==> config.mk <==
export PLATFORM = sky130hd
export DESIGN_NAME = sao_offset_apply
export DESIGN_NICKNAME = d
export VERILOG_FILES = /design/src/rtl/sao_pkg.sv /design/src/rtl/sao_ofs_lookup.sv /design/src/rtl/sao_offset_apply.sv
export SDC_FILE = /design/constraint.sdc
export NUM_CORES = 1
export LEC_CHECK = 0
export CAP_MARGIN = 20
export CELL_PAD_IN_SITES_DETAIL_PLACEMENT = 1
export CELL_PAD_IN_SITES_GLOBAL_PLACEMENT = 2
export CORE_MARGIN = 2
export CORE_UTILIZATION = 38
export CTS_CLUSTER_DIAMETER = 30
export DETAILED_ROUTE_END_ITERATION = 6
export PLACE_DENSITY_LB_ADDON = 0.1
export SLEW_MARGIN = 10
export SYNTH_ARGS = -nofsm -noshare
export SYNTH_HDL_FRONTEND = slang
export SYNTH_SLANG_ARGS = --single-unit
==> constraint.sdc <==
create_clock -name clk -period 4.2 [get_ports clk]
set_input_delay 0.63 -clock clk [delete_from_list [all_inputs] [get_ports clk]]
set_output_delay 0.63 -clock clk [all_outputs]
set_load 0.03 [all_outputs]
==> src/rtl/sao_pkg.sv <==
// Shared SAO types, constants and helpers for the offset-apply datapath.
package sao_pkg;

  typedef enum logic [1:0] {
    SAO_OFF = 2'd0,
    SAO_BO  = 2'd1,
    SAO_EO  = 2'd2
  } sao_type_e;

  typedef enum logic [1:0] {
    ST_IDLE,
    ST_LOAD,
    ST_APPLY,
    ST_DRAIN
  } sao_state_e;

  localparam int unsigned SAO_N_BANDS = 32;
  localparam int unsigned SAO_N_OFS   = 4;

  function automatic int clip_range(input int v, input int hi);
    if (v < 0)  return 0;
    if (v > hi) return hi;
    return v;
  endfunction

endpackage

==> src/rtl/sao_ofs_lookup.sv <==
// Per-pixel category to signed offset lookup (EO class or BO band relative to band_pos).
module sao_ofs_lookup
  import sao_pkg::*;
#(
  parameter int n_bo_type = 5,
  parameter int ofs_bit   = 4
) (
  input  logic [1:0]                     mode,
  input  logic [n_bo_type-1:0]           band_pos,
  input  logic [n_bo_type-1:0]           cate,
  input  logic [SAO_N_OFS*ofs_bit-1:0]   ofs_tbl,
  output logic [ofs_bit-1:0]             ofs
);

  logic [n_bo_type-1:0] k;
  logic [1:0]           idx;
  logic                 hit;

  always_comb begin
    ofs = '0;
    idx = '0;
    hit = 1'b0;
    // Band distance wraps modulo the band count by virtue of the register width.
    k   = cate - band_pos;
    case (sao_type_e'(mode))
      SAO_EO: begin
        if (cate >= n_bo_type'(1) && cate <= n_bo_type'(4)) begin
          hit = 1'b1;
          idx = 2'(cate - n_bo_type'(1));
        end
      end
      SAO_BO: begin
        if (k < n_bo_type'(4)) begin
          hit = 1'b1;
          idx = k[1:0];
        end
      end
      default: hit = 1'b0;
    endcase
    if (hit) ofs = ofs_tbl[int'(idx)*ofs_bit +: ofs_bit];
  end

endmodule

==> src/rtl/sao_offset_apply.sv <==
// SAO offset application: per-CTB offset load, then a two-stage lookup/add/clip pipeline.
module sao_offset_apply
  import sao_pkg::*;
#(
  parameter int PIX2      = 2,
  parameter int bit_depth = 8,
  parameter int n_bo_type = 5,
  parameter int ofs_bit   = 4
) (
  input  logic                          clk,
  input  logic                          arst_n,
  input  logic                          start,
  input  logic [1:0]                    sao_type,
  input  logic [n_bo_type-1:0]          band_pos,
  input  logic                          ofs_valid,
  input  logic [ofs_bit-1:0]            ofs_in,
  input  logic                          in_valid,
  output logic                          in_ready,
  input  logic                          in_last,
  input  logic [PIX2*bit_depth-1:0]     rec,
  input  logic [PIX2*n_bo_type-1:0]     cate,
  output logic                          out_valid,
  input  logic                          out_ready,
  output logic                          out_last,
  output logic [PIX2*bit_depth-1:0]     out_pix,
  output logic                          busy
);

  sao_state_e                       state_q, state_d;
  sao_type_e                        mode_q;
  logic [n_bo_type-1:0]             band_pos_q;
  logic [SAO_N_OFS*ofs_bit-1:0]     ofs_tbl_q;
  logic [1:0]                       cnt_q;

  logic                             s1_valid, s1_last;
  logic [PIX2*bit_depth-1:0]        s1_rec;
  logic [PIX2*ofs_bit-1:0]          s1_ofs, lut_ofs;
  logic [PIX2*bit_depth-1:0]        pix_d;

  logic advance, s1_en, accept;
  logic cfg_cap, tbl_clr, ofs_we;

  function automatic sao_type_e decode_type(input logic [1:0] t);
    case (t)
      2'd1:    return SAO_BO;
      2'd2:    return SAO_EO;
      default: return SAO_OFF;
    endcase
  endfunction

  assign advance = !out_valid || out_ready;
  assign s1_en   = !s1_valid || advance;
  assign accept  = in_valid && in_ready;

  always_ff @(posedge clk or negedge arst_n) begin
    if (!arst_n) state_q <= ST_IDLE;
    else         state_q <= state_d;
  end

  always_comb begin
    state_d  = state_q;
    in_ready = 1'b0;
    busy     = (state_q != ST_IDLE);
    cfg_cap  = 1'b0;
    tbl_clr  = 1'b0;
    ofs_we   = 1'b0;
    case (state_q)
      ST_IDLE: begin
        if (start) begin
          cfg_cap = 1'b1;
          if (decode_type(sao_type) == SAO_OFF) begin
            tbl_clr = 1'b1;
            state_d = ST_APPLY;
          end else begin
            state_d = ST_LOAD;
          end
        end
      end
      ST_LOAD: begin
        ofs_we = ofs_valid;
        if (ofs_valid && cnt_q == 2'd3) state_d = ST_APPLY;
      end
      ST_APPLY: begin
        in_ready = s1_en;
        if (in_valid && s1_en && in_last) state_d = ST_DRAIN;
      end
      ST_DRAIN: begin
        if (out_valid && out_ready && out_last) state_d = ST_IDLE;
      end
      default: state_d = ST_IDLE;
    endcase
  end

  always_ff @(posedge clk or negedge arst_n) begin
    if (!arst_n) begin
      mode_q     <= SAO_OFF;
      band_pos_q <= '0;
      ofs_tbl_q  <= '0;
      cnt_q      <= '0;
    end else begin
      if (cfg_cap) begin
        mode_q     <= decode_type(sao_type);
        band_pos_q <= band_pos;
        cnt_q      <= '0;
        if (tbl_clr) ofs_tbl_q <= '0;
      end
      if (ofs_we) begin
        ofs_tbl_q[int'(cnt_q)*ofs_bit +: ofs_bit] <= ofs_in;
        cnt_q <= cnt_q + 2'd1;
      end
    end
  end

  for (genvar g = 0; g < PIX2; g++) begin : g_lut
    sao_ofs_lookup #(
      .n_bo_type (n_bo_type),
      .ofs_bit   (ofs_bit)
    ) u_lut (
      .mode     (mode_q),
      .band_pos (band_pos_q),
      .cate     (cate[g*n_bo_type +: n_bo_type]),
      .ofs_tbl  (ofs_tbl_q),
      .ofs      (lut_ofs[g*ofs_bit +: ofs_bit])
    );
  end

  // Stage 1 drains on advance in any state; it only refills while accepting in APPLY.
  always_ff @(posedge clk or negedge arst_n) begin
    if (!arst_n) begin
      s1_valid <= 1'b0;
      s1_last  <= 1'b0;
      s1_rec   <= '0;
      s1_ofs   <= '0;
    end else if (s1_en) begin
      s1_valid <= accept;
      s1_last  <= in_last;
      s1_rec   <= rec;
      s1_ofs   <= lut_ofs;
    end
  end

  always_comb begin
    logic signed [bit_depth+1:0] sum;
    sum   = '0;
    pix_d = '0;
    for (int unsigned i = 0; i < PIX2; i++) begin
      sum = {2'b00, s1_rec[i*bit_depth +: bit_depth]}
          + {{(bit_depth+2-ofs_bit){s1_ofs[i*ofs_bit+ofs_bit-1]}}, s1_ofs[i*ofs_bit +: ofs_bit]};
      pix_d[i*bit_depth +: bit_depth] = bit_depth'(clip_range(int'(sum), (1 << bit_depth) - 1));
    end
  end

  always_ff @(posedge clk or negedge arst_n) begin
    if (!arst_n) begin
      out_valid <= 1'b0;
      out_last  <= 1'b0;
      out_pix   <= '0;
    end else if (advance) begin
      out_valid <= s1_valid;
      out_last  <= s1_valid && s1_last;
      out_pix   <= pix_d;
    end
  end

endmodule

# --- After elaboration in Yosys (flattened, before gate mapping) ---
# Index checks and enable logic that the tools add are counted.
# W data, S select, Z words.
totals:
  word_cells: 112
  output_inout_bits: 20
  latch_bits: 0
  romBits: 0
  inputBits: 44
  mem_bits_rw: 0
  mem_count: 0
  reg_bits: 71
op_classes:
  mux: 48
  eq_ne: 12
  n_mul: 0
  shifts: 4
  n_div: 0
  n_reduce_logical: 18
  bitwise_logic: 0
  n_addsub: 8
  order_cmp: 10
ops:
  columns: ["cell", "count"]
  rows:
  - ["$mux W16", 3]
  - ["$mux W8", 6]
  - ["$neg A4 Y33", 1]
  - ["$shift A4 B33 Y16 const A", 1]
  - ["$shiftx A4 B33 Y16", 1]
  - ["$shiftx A16 B5 Y4", 2]
  - ["$mux W2", 13]
  - ["$add A9 B4 Y10", 2]
  - ["$gt A10 B9 Y1 const B", 2]
  - ["$lt A10 B1 Y1 const B", 2]
  - ["$mux W1", 17]
  - ["$bwmux W16", 1]
  - ["$pmux W2 S2", 3]
  - ["$eq A2 B2 Y1 const B", 5]
  - ["$ge A5 B1 Y1 const B", 2]
  - ["$le A5 B3 Y1 const B", 2]
  - ["$lt A5 B3 Y1 const B", 2]
  - ["$sub A5 B5 Y5", 2]
  - ["$logic_and A1 B1 Y1", 9]
  - ["$mux W4", 2]
  - ["$ne A2 B2 Y1 const B", 4]
  - ["$pmux W2 S4", 1]
  - ["$eq A2 B1 Y1 const B", 3]
  - ["$logic_not A2 Y1", 2]
  - ["7 further kinds", 12]

# --- Logic depth before layout (Yosys ltp) ---
# Gate-level depths: netlist (run 1).
depth:
  ltp_word: 12
  depth_mapped: 12
  mapped_depth_nobuf: 11

# --- Modules after synthesis ---
# A second synthesis (run 1) with hierarchy kept.
hier_totals:
  cells_unflattened: 470
  area_unflattened_um2: 4812.1
by_module_without_submodules:
  columns: ["module", "n_inst", "area_each_um2", "cells_per_inst", "seq_area_each_um2"]
  rows:
  - ["sao_offset_apply", 1, 3933.8, 362, 1776.7]
  - ["sao_ofs_lookup", 2, 439.2, 54, 0.0]

# --- Worst setup path after synthesis (run 1) ---
# No wires, ideal clock.
synth_path:
  kind: "input port to flip-flop"
  from: "in cate[7]"
  to: "reg s1_ofs[4]"
  required_ns: 4.066
  setup_time_ns: 0.134
  stages: 9
  setup_slack_ns: 1.384
  path_buffers: 1
  t_arrival_ns: 2.682
  cell_sequence: "ha_1 > and3b_1 > or3_1 > a221oi_2 > a21bo_1 > buf_6 > mux2_1 > a221oi_1 > a211oi_2"
synth_via:
  elab_chain_cells: 6
  word_cells_on_any_way: 13
synth_lines:
  columns: ["item", "line", "rtl"]
  rows:
  - ["from (decl)", "sao_offset_apply.sv:21", "input logic [PIX2*n_bo_type-1:0] cate,"]
  - ["$sub A5 B5 Y5, or another cell as far along", "sao_ofs_lookup.sv:24", "k = cate - band_pos;"]
  - ["$lt A5 B3 Y1 / $logic_and A1 B1 Y1 (equally long branches)", "sao_ofs_lookup.sv:33, sao_ofs_lookup.sv:27", null]
  - ["$mux W2 (on tied branches)", "sao_ofs_lookup.sv:33, sao_ofs_lookup.sv:27", null]
  - ["$pmux W2 S2", "sao_ofs_lookup.sv:25", "case (sao_type_e'(mode))"]
  - ["$shiftx A16 B5 Y4", "sao_ofs_lookup.sv:40", "if (hit) ofs = ofs_tbl[int'(idx)*ofs_bit +: ofs_bit];"]
  - ["$mux W4 *", "sao_ofs_lookup.sv:40", null]
  - ["to (signal assigned)", "sao_offset_apply.sv:138", "s1_ofs <= lut_ofs;"]
  - ["to (decl)", "sao_offset_apply.sv:37", "logic [PIX2*ofs_bit-1:0] s1_ofs, lut_ofs;"]
# Mark *: on every way between the ends. The rest lies on a longest branch, timed or not.
# A chain may end at the register's enable or synchronous reset.

# --- Worst setup path after layout (run 1) ---
layout_path:
  from: "in cate[5]"
  to: "reg s1_ofs[5]"
# The elaborated chain is that of the path after synthesis.

==> impl_metrics.csv, run 1 <==
group,metric,value,unit
status,status,"complete, no violations",
layout,area_growth,22.5,%
layout,final.fill_count,1374,
critical_path,r2r_cells,10,
power_and_ir_drop,peakVddDrop,0.236,mV
sta,slew_viol_final,0,
layout,multi_input_area,2670,um2
grt,grt-ovfl-total,0,
synth,syn_area_per_cell,9.64,um2
sta,clock_skew,0.00649,ns
layout,fin_nets,639,
drt,num_vias,3875,
critical_path,rrSetupSlack,1.26,ns
die,coreArea,12000,um2
drt,drc,0,
drt,routed_wl,12300,um
drt,routed-wl-met3,374,um
die,die_area,13100,um2
sta,setup_tns,0,ns
placed_design,gp_congestion,0.847,
placed_design,dp_hpwl,9430,um
critical_path,cp-start-kind,"input port",
layout,diodes,0,
cts,cts_resized,0,
synth,syn_inst,481,
drt,dr.pass1.iters,4,
synth,ys_top_cells_by_area,"dfrtp_1 38%, ha_1 12%, nand2_1 6.3%",
cts,cts.path.max_buffers,2,
sta,worstMarginPinSlew,0.844,ns
cts,clock_latency,0.35,ns
hold_path,hp-class,"input port to asynchronous set/reset pin",
critical_path,cp_max_fo,6,
synth,synth_edf_count,0,
power_and_ir_drop,pwr-share-clk,23.4,%
drt,wl_per_cell,17.6,um
sta,clock.fmax,0.309,GHz
cts,clkSinkCount,71,
critical_path,worstSetupPathType,"input port to flip-flop",
power_and_ir_drop,pwr-share-comb,44.0,%
drt,wl_met2,6070,um
critical_path,rr_startpoint,"s1_ofs[0]$_DFFE_PN0N_",
grt,grt_pass1_wl,20300,um
synth,synth_seq_cells,71,
drt,antenna_left,0,
sta,setup_violations,0,
cts,cts_tree,"yes",
die,die_y,114,um
sta,hold_ws,0.390,ns
sta,rsz0062_at_grt,"no",
die,start_util,38.8,%
sta,fin_crit,3.24,ns
die,num_io_pins,64,
cts,cts-hold-fix-buffers,0,
layout,drive_above_1_share,7.80,%
power_and_ir_drop,p_leak,0.00256,uW
drt,vias_per_cell,5.55,
synth,yosys_most_used_dff,"dfrtp_1",
synth,async_flop_share,100,%
flow_run,cap_violations,0,
cts,cts_htree_levels,3,
synth,syn_nets,573,
synth,yosys_warnings,0,
critical_path,worstSetupEndpointType,"flip-flop",
grt,grt_antenna_before_repair,0,
sta,relSlewSlack,43.3,%
layout,seq_area,1780,um2
drt,first_iter_violations,142,
critical_path,cp.arrival,3.46,ns
critical_path,crit_required,4.42,ns
grt,grt_usage,20.0,%
cts,clk_pin_slew,0.06,ns
synth,seq_area_frac_synth,38.3,%
grt,grt_pass1_vias,3974,
synth,ys_types,59,
synth,yosys.area.top_type,"dfrtp_1",
sta,period_share,77.2,%
die,rows,40,
power_and_ir_drop,power_density,530,nW/um2
grt,grt_max_degree,37,
drt,dr.max_layer_used,"met4",
sta,hold_violations,0,
die,die_w,114,um
power_and_ir_drop,p_sw_share,39.0,%
placed_design,port_buffers,63,
cts,root_buffer,"clkbuf_16",
synth,synth_top_area_share,38.3,%
cts,cts_buffers,9,
cts,postCtsSetupBuffers,0,
drt,wl_met1,5630,um
power_and_ir_drop,p_int,1830,uW
power_and_ir_drop,p_sw,1170,uW
power_and_ir_drop,p_seq_share,32.6,%
synth,synth_area,4640,um2
critical_path,regToRegEndpoint,"out_pix[1]$_DFFE_PN0P_",
==> Yosys cell counts (all sizes together) (9+ instances only) <==
master / instances
ha: 44
a221o: 16
a21oi: 28
a22o: 19
o21ai: 20
dfrtp: 71
nor3: 9
nand2: 78
mux2: 9
nand3: 9
nor2: 20
xnor2: 13
inv: 36
==> worst max-delay path by stage <==
stage,cells past startpoint,to,slack (ns),from
final,12,s1_ofs[5]$_DFFE_PN0N_,0.96,cate[5]
after global routing,12,s1_ofs[5]$_DFFE_PN0N_,0.76,cate[5]
after CTS,12,s1_ofs[5]$_DFFE_PN0N_,0.97,cate[5]
after detailed placement,12,s1_ofs[5]$_DFFE_PN0N_,0.61,cate[5]
after global placement,12,s1_ofs[5]$_DFFE_PN0N_,0.76,cate[5]
after floorplan,9,s1_ofs[4]$_DFFE_PN0N_,1.38,cate[7]
==> metal layers <==
| metal | vias to the layer above | global-route usage [%] |
|---|---|---|
| met3 | 15 | 3.81 |
| met5 | - | 0 |
| met4 | 0 | 6.99 |
| met2 | 59 | 33.9 |
| met1 | 1928 | 25.6 |
| li1 | 1873 | - |
==> cells by family after synthesis <==
group | share of synthesized area, %
mux | 3.05
xor+xnor | 3.02
flops | 38.3
compound gates | 21.2
fa+ha+maj | 13.6
simple gates | 16.8
buf+inv | 4.10
==> sequential cells by signal, indices dropped and copies added, names as in the netlist <==
| register | flops |
|---|---|
| s1_valid | 1 |
| s1_last | 1 |
| out_pix | 16 |
| out_valid | 1 |
| out_last | 1 |
| mode_q | 2 |
| s1_ofs | 8 |
| band_pos_q | 5 |
| state_q | 2 |
| s1_rec | 16 |
| cnt_q | 2 |
| ofs_tbl_q | 16 |
==> per-stage QoR <==
step | cell area [um2] | instances | worst slack (ns) | power (uW) | util (%)
after floorplan | 4640 | 481 | 1.38 | 1880 | -
after global placement | 5420 | 683 | 0.762 | 2270 | 45.3
after detailed placement | 5420 | 683 | 0.607 | 2330 | 45.3
after CTS | 5680 | 698 | 0.970 | 3050 | 47.5
after global routing | 5680 | 698 | 0.762 | 3220 | 47.5
final | 5680 | 698 | 0.960 | 3010 | 47.5
==> critical path, cell delays in order <==
cell and delay (ns):
clkdlybuf4s50_1 0.46, inv_1 0.11, ha_1 0.17, inv_1 0.05, fa_1 0.40, nand3_1 0.11
nand3_1 0.09, a221oi_2 0.42, a21bo_1 0.31, mux2_1 0.36, a221oi_1 0.27, a211oi_2 0.06
==> power by group through the flow <==
stage | logic, uW | registers [uW] | clock network (uW)
after global placement | 1290 | 985 | 0
final | 1320 | 981 | 705
after detailed placement | 1330 | 996 | 0
after floorplan | 810 | 1070 | 0
after global routing | 1460 | 1000 | 753
after CTS | 1340 | 985 | 724
==> layout make-up <==
cell class | instances | area share [%]
multi-input combinational | 363 | 47.0
tap | 147 | 3.24
sequential | 71 | 31.3
inverter | 36 | 2.38
clock inverter | 4 | 0.396
clock buffer | 11 | 4.27
timing repair buffer | 66 | 11.4
==> cell usage in the layout (no fill, tap or decap), drive strengths merged, types with 5 or more instances in the layout <==
master,count
a31oi,6
a211oi,5
and3,6
nor2,20
a221o,16
nor3,9
nand2,78
o21ai,20
a221oi,7
clkdlybuf4s50,62
o21a,5
nor2b,6
ha,44
nand3,9
nand2b,6
a22o,19
xnor2,13
inv,36
a21oi,28
dfrtp,71
mux2,9
clkbuf,11
(Power assumes the default switching activity.)
==> run 2, diff against run 1 <==
Settings changed: CORE_UTILIZATION 38 to 31.
Clock period 4.2 ns to 2.8 ns, I/O delays scaled along.
==> run 2 against run 1 <==
Cell area up 6.8%. Sequential cell count unchanged. Power up 58%. Hold slack worse by 0.30 ns. Sequential share of layout area down 2.0 points. First-iteration DRC count up 12%. Critical path type unchanged. Largest power group unchanged.
==> impl_metrics.csv, run 2 (synthesized netlist as in run 1, its figures left out) <==
group,metric,value,unit
power_and_ir_drop,p_seq_share,30.7,%
layout,stdcell_count,770,
grt,grt-ovfl-total,0,
sta,setup_violations,0,
drt,antenna_left,0,
drt,drc,0,
die,coreArea,14600,um2
sta,fin_crit,2.67,ns
cts,cts_tree,"yes",
power_and_ir_drop,pwr-share-clk,24.5,%
power_and_ir_drop,p_int,2960,uW
sta,worstMarginPinSlew,0.619,ns
layout,drive_above_1_share,15.0,%
drt,routed_wl,12900,um
critical_path,crit_slowest_cell,"clkdlybuf4s50_1",
hold_path,hp-class,"input port to asynchronous set/reset pin",
critical_path,cp-start-kind,"input port",
drt,first_iter_violations,159,
grt,grt_max_degree,48,
grt,grt_usage,16.8,%
critical_path,rr_startpoint,"s1_ofs[0]$_DFFE_PN0N_",
sta,clock_skew,0.00976,ns
cts,clkSinkCount,71,
placed_design,place_inst,751,
placed_design,port_buffers,63,
critical_path,path_cells,"clkdlybuf4s50_1, inv_1, ha_1, inv_1, fa_2, nand3_1, a21o_1, a221oi_2, a21bo_1, mux2_2, a221oi_2, a211oi_2",
cts,cts_htree_levels,3,
power_and_ir_drop,pwr-share-comb,44.8,%
drt,num_vias,3925,
layout,reg_top3,"ofs_tbl_q x16, out_pix x16, s1_rec x16",
critical_path,crit_required,3.02,ns
sta,period_share,95.3,%
sta,setup_tns,0,ns
flow_run,cap_violations,0,
critical_path,setup.worst_path.start,"cate[5]",
drt,wl_per_cell,16.8,um
layout,fin_nets,673,
status,status,"complete, no violations",
layout,fin_util,41.6,%
grt,grt_pass1_vias,4236,
layout,final_common_cell,"nand2_1",
cts,cts.path.max_buffers,2,
die,start_util,31.8,%
cts,root_buffer,"clkbuf_16",
critical_path,regToRegEndpoint,"out_pix[4]$_DFFE_PN0P_",
critical_path,cp.arrival,2.89,ns
grt,met2_usage,29.2,%
power_and_ir_drop,p_sw,1800,uW
cts,clock_latency,0.34,ns
layout,area_growth,30.9,%
sta,slew_viol_final,0,
grt,grt_use_met1,21.1,%
sta,clock.fmax,0.375,GHz
grt,grt_pass1_wl,21300,um
cts,cts_buffers,9,
critical_path,critPathMaxStageDelay,0.48,ns
critical_path,rrSetupSlack,0.13,ns
layout,layout_common_cells,"78 x nand2_1, 71 x dfrtp_1, 61 x clkdlybuf4s50_1",
drt,vias_per_cell,5.10,
critical_path,crit_buf_inv,3,
critical_path,critPathTopFamily,"compound AO/OA/AOI/OAI gates",
cts,clk_pin_slew,0.06,ns
layout,diodes,0,
power_and_ir_drop,p_sw_share,37.9,%
drt,dr.pass1.iters,4,
die,rows,44,
power_and_ir_drop,p_leak,0.00278,uW
sta,hold_violations,0,
die,die_area,16000,um2
critical_path,r2r_cells,11,
grt,grtUsageMet3,3.08,%
power_and_ir_drop,power_density,784,nW/um2
placed_design,dp_hpwl,10100,um
die,num_io_pins,64,
die,die_y,126,um
die,die_w,126,um
grt,grt_antenna_before_repair,0,
placed_design,gp_congestion,0.826,
critical_path,worstSetupEndpointType,"flip-flop",
power_and_ir_drop,peakVddDrop,0.353,mV
critical_path,worstSetupPathType,"input port to flip-flop",
critical_path,cp_max_fo,3,
grt,grt_busiest_layer,"met2",
sta,relSlewSlack,58.7,%
run 2: changes by cell type in the layout (fill, tap and decap cells not counted), sizes merged:
cell,before,now
buf,4,38
bufinv,0,1
clkbuf,11,10
clkdlybuf4s50,62,61
clkinvlp,1,2
dlymetal6s2s,0,1
run 2: timing repair:
item                       4_1_cts  5_1_grt
hold buffers                     0        0
buffers inserted                 0        3
resized for setup                0       12
setup endpoints to repair        0       21
run 2: worst max-delay path by stage:
stage	endpoint	slack, ns	cells past startpoint
final	s1_ofs[5]$_DFFE_PN0N_	0.13	12
after CTS	s1_ofs[5]$_DFFE_PN0N_	0.01	12
after detailed placement	s1_ofs[5]$_DFFE_PN0N_	-0.34	12
after floorplan	s1_ofs[4]$_DFFE_PN0N_	0.19	9
after global placement	s1_ofs[5]$_DFFE_PN0N_	-0.25	9
after global routing	out_pix[12]$_DFFE_PN0P_	-0.01	11
run 2: layout make-up:
cell class	count	area, um2
Fill cell	1671	8520
Multi-Input combinational cell	363	2710
Sequential cell	71	1780
Timing Repair Buffer	100	918
Clock buffer	10	239
Tap cell	184	230
Inverter	36	135
Clock inverter	6	60.1
run 2: power by group through the flow:
stage | registers (uW) | logic [uW] | clock network [uW]
global route | 1510 | 2370 | 1240
finish | 1460 | 2130 | 1170
global placement | 1480 | 2050 | 0
CTS | 1470 | 2110 | 1200
floorplan | 1600 | 1210 | 0
detailed placement | 1490 | 2100 | 0
run 2: per-stage QoR:
step	hold WS (ns)	power [uW]	setup WS (ns)	cell area (um2)
after floorplan	0.124	2810	0.194	4640
after global placement	0.456	3530	-0.247	5710
after detailed placement	0.465	3580	-0.337	5710
after CTS	0.110	4770	0.00992	6010
after global routing	0.135	5110	-0.0103	6070
final	0.0885	4760	0.131	6070
run 2: layer usage:
metal	part of all wire, %	routed length (um)
met1	45	5880
met2	50	6470
met3	3.1	395
met4	1.5	191
met5	0	0
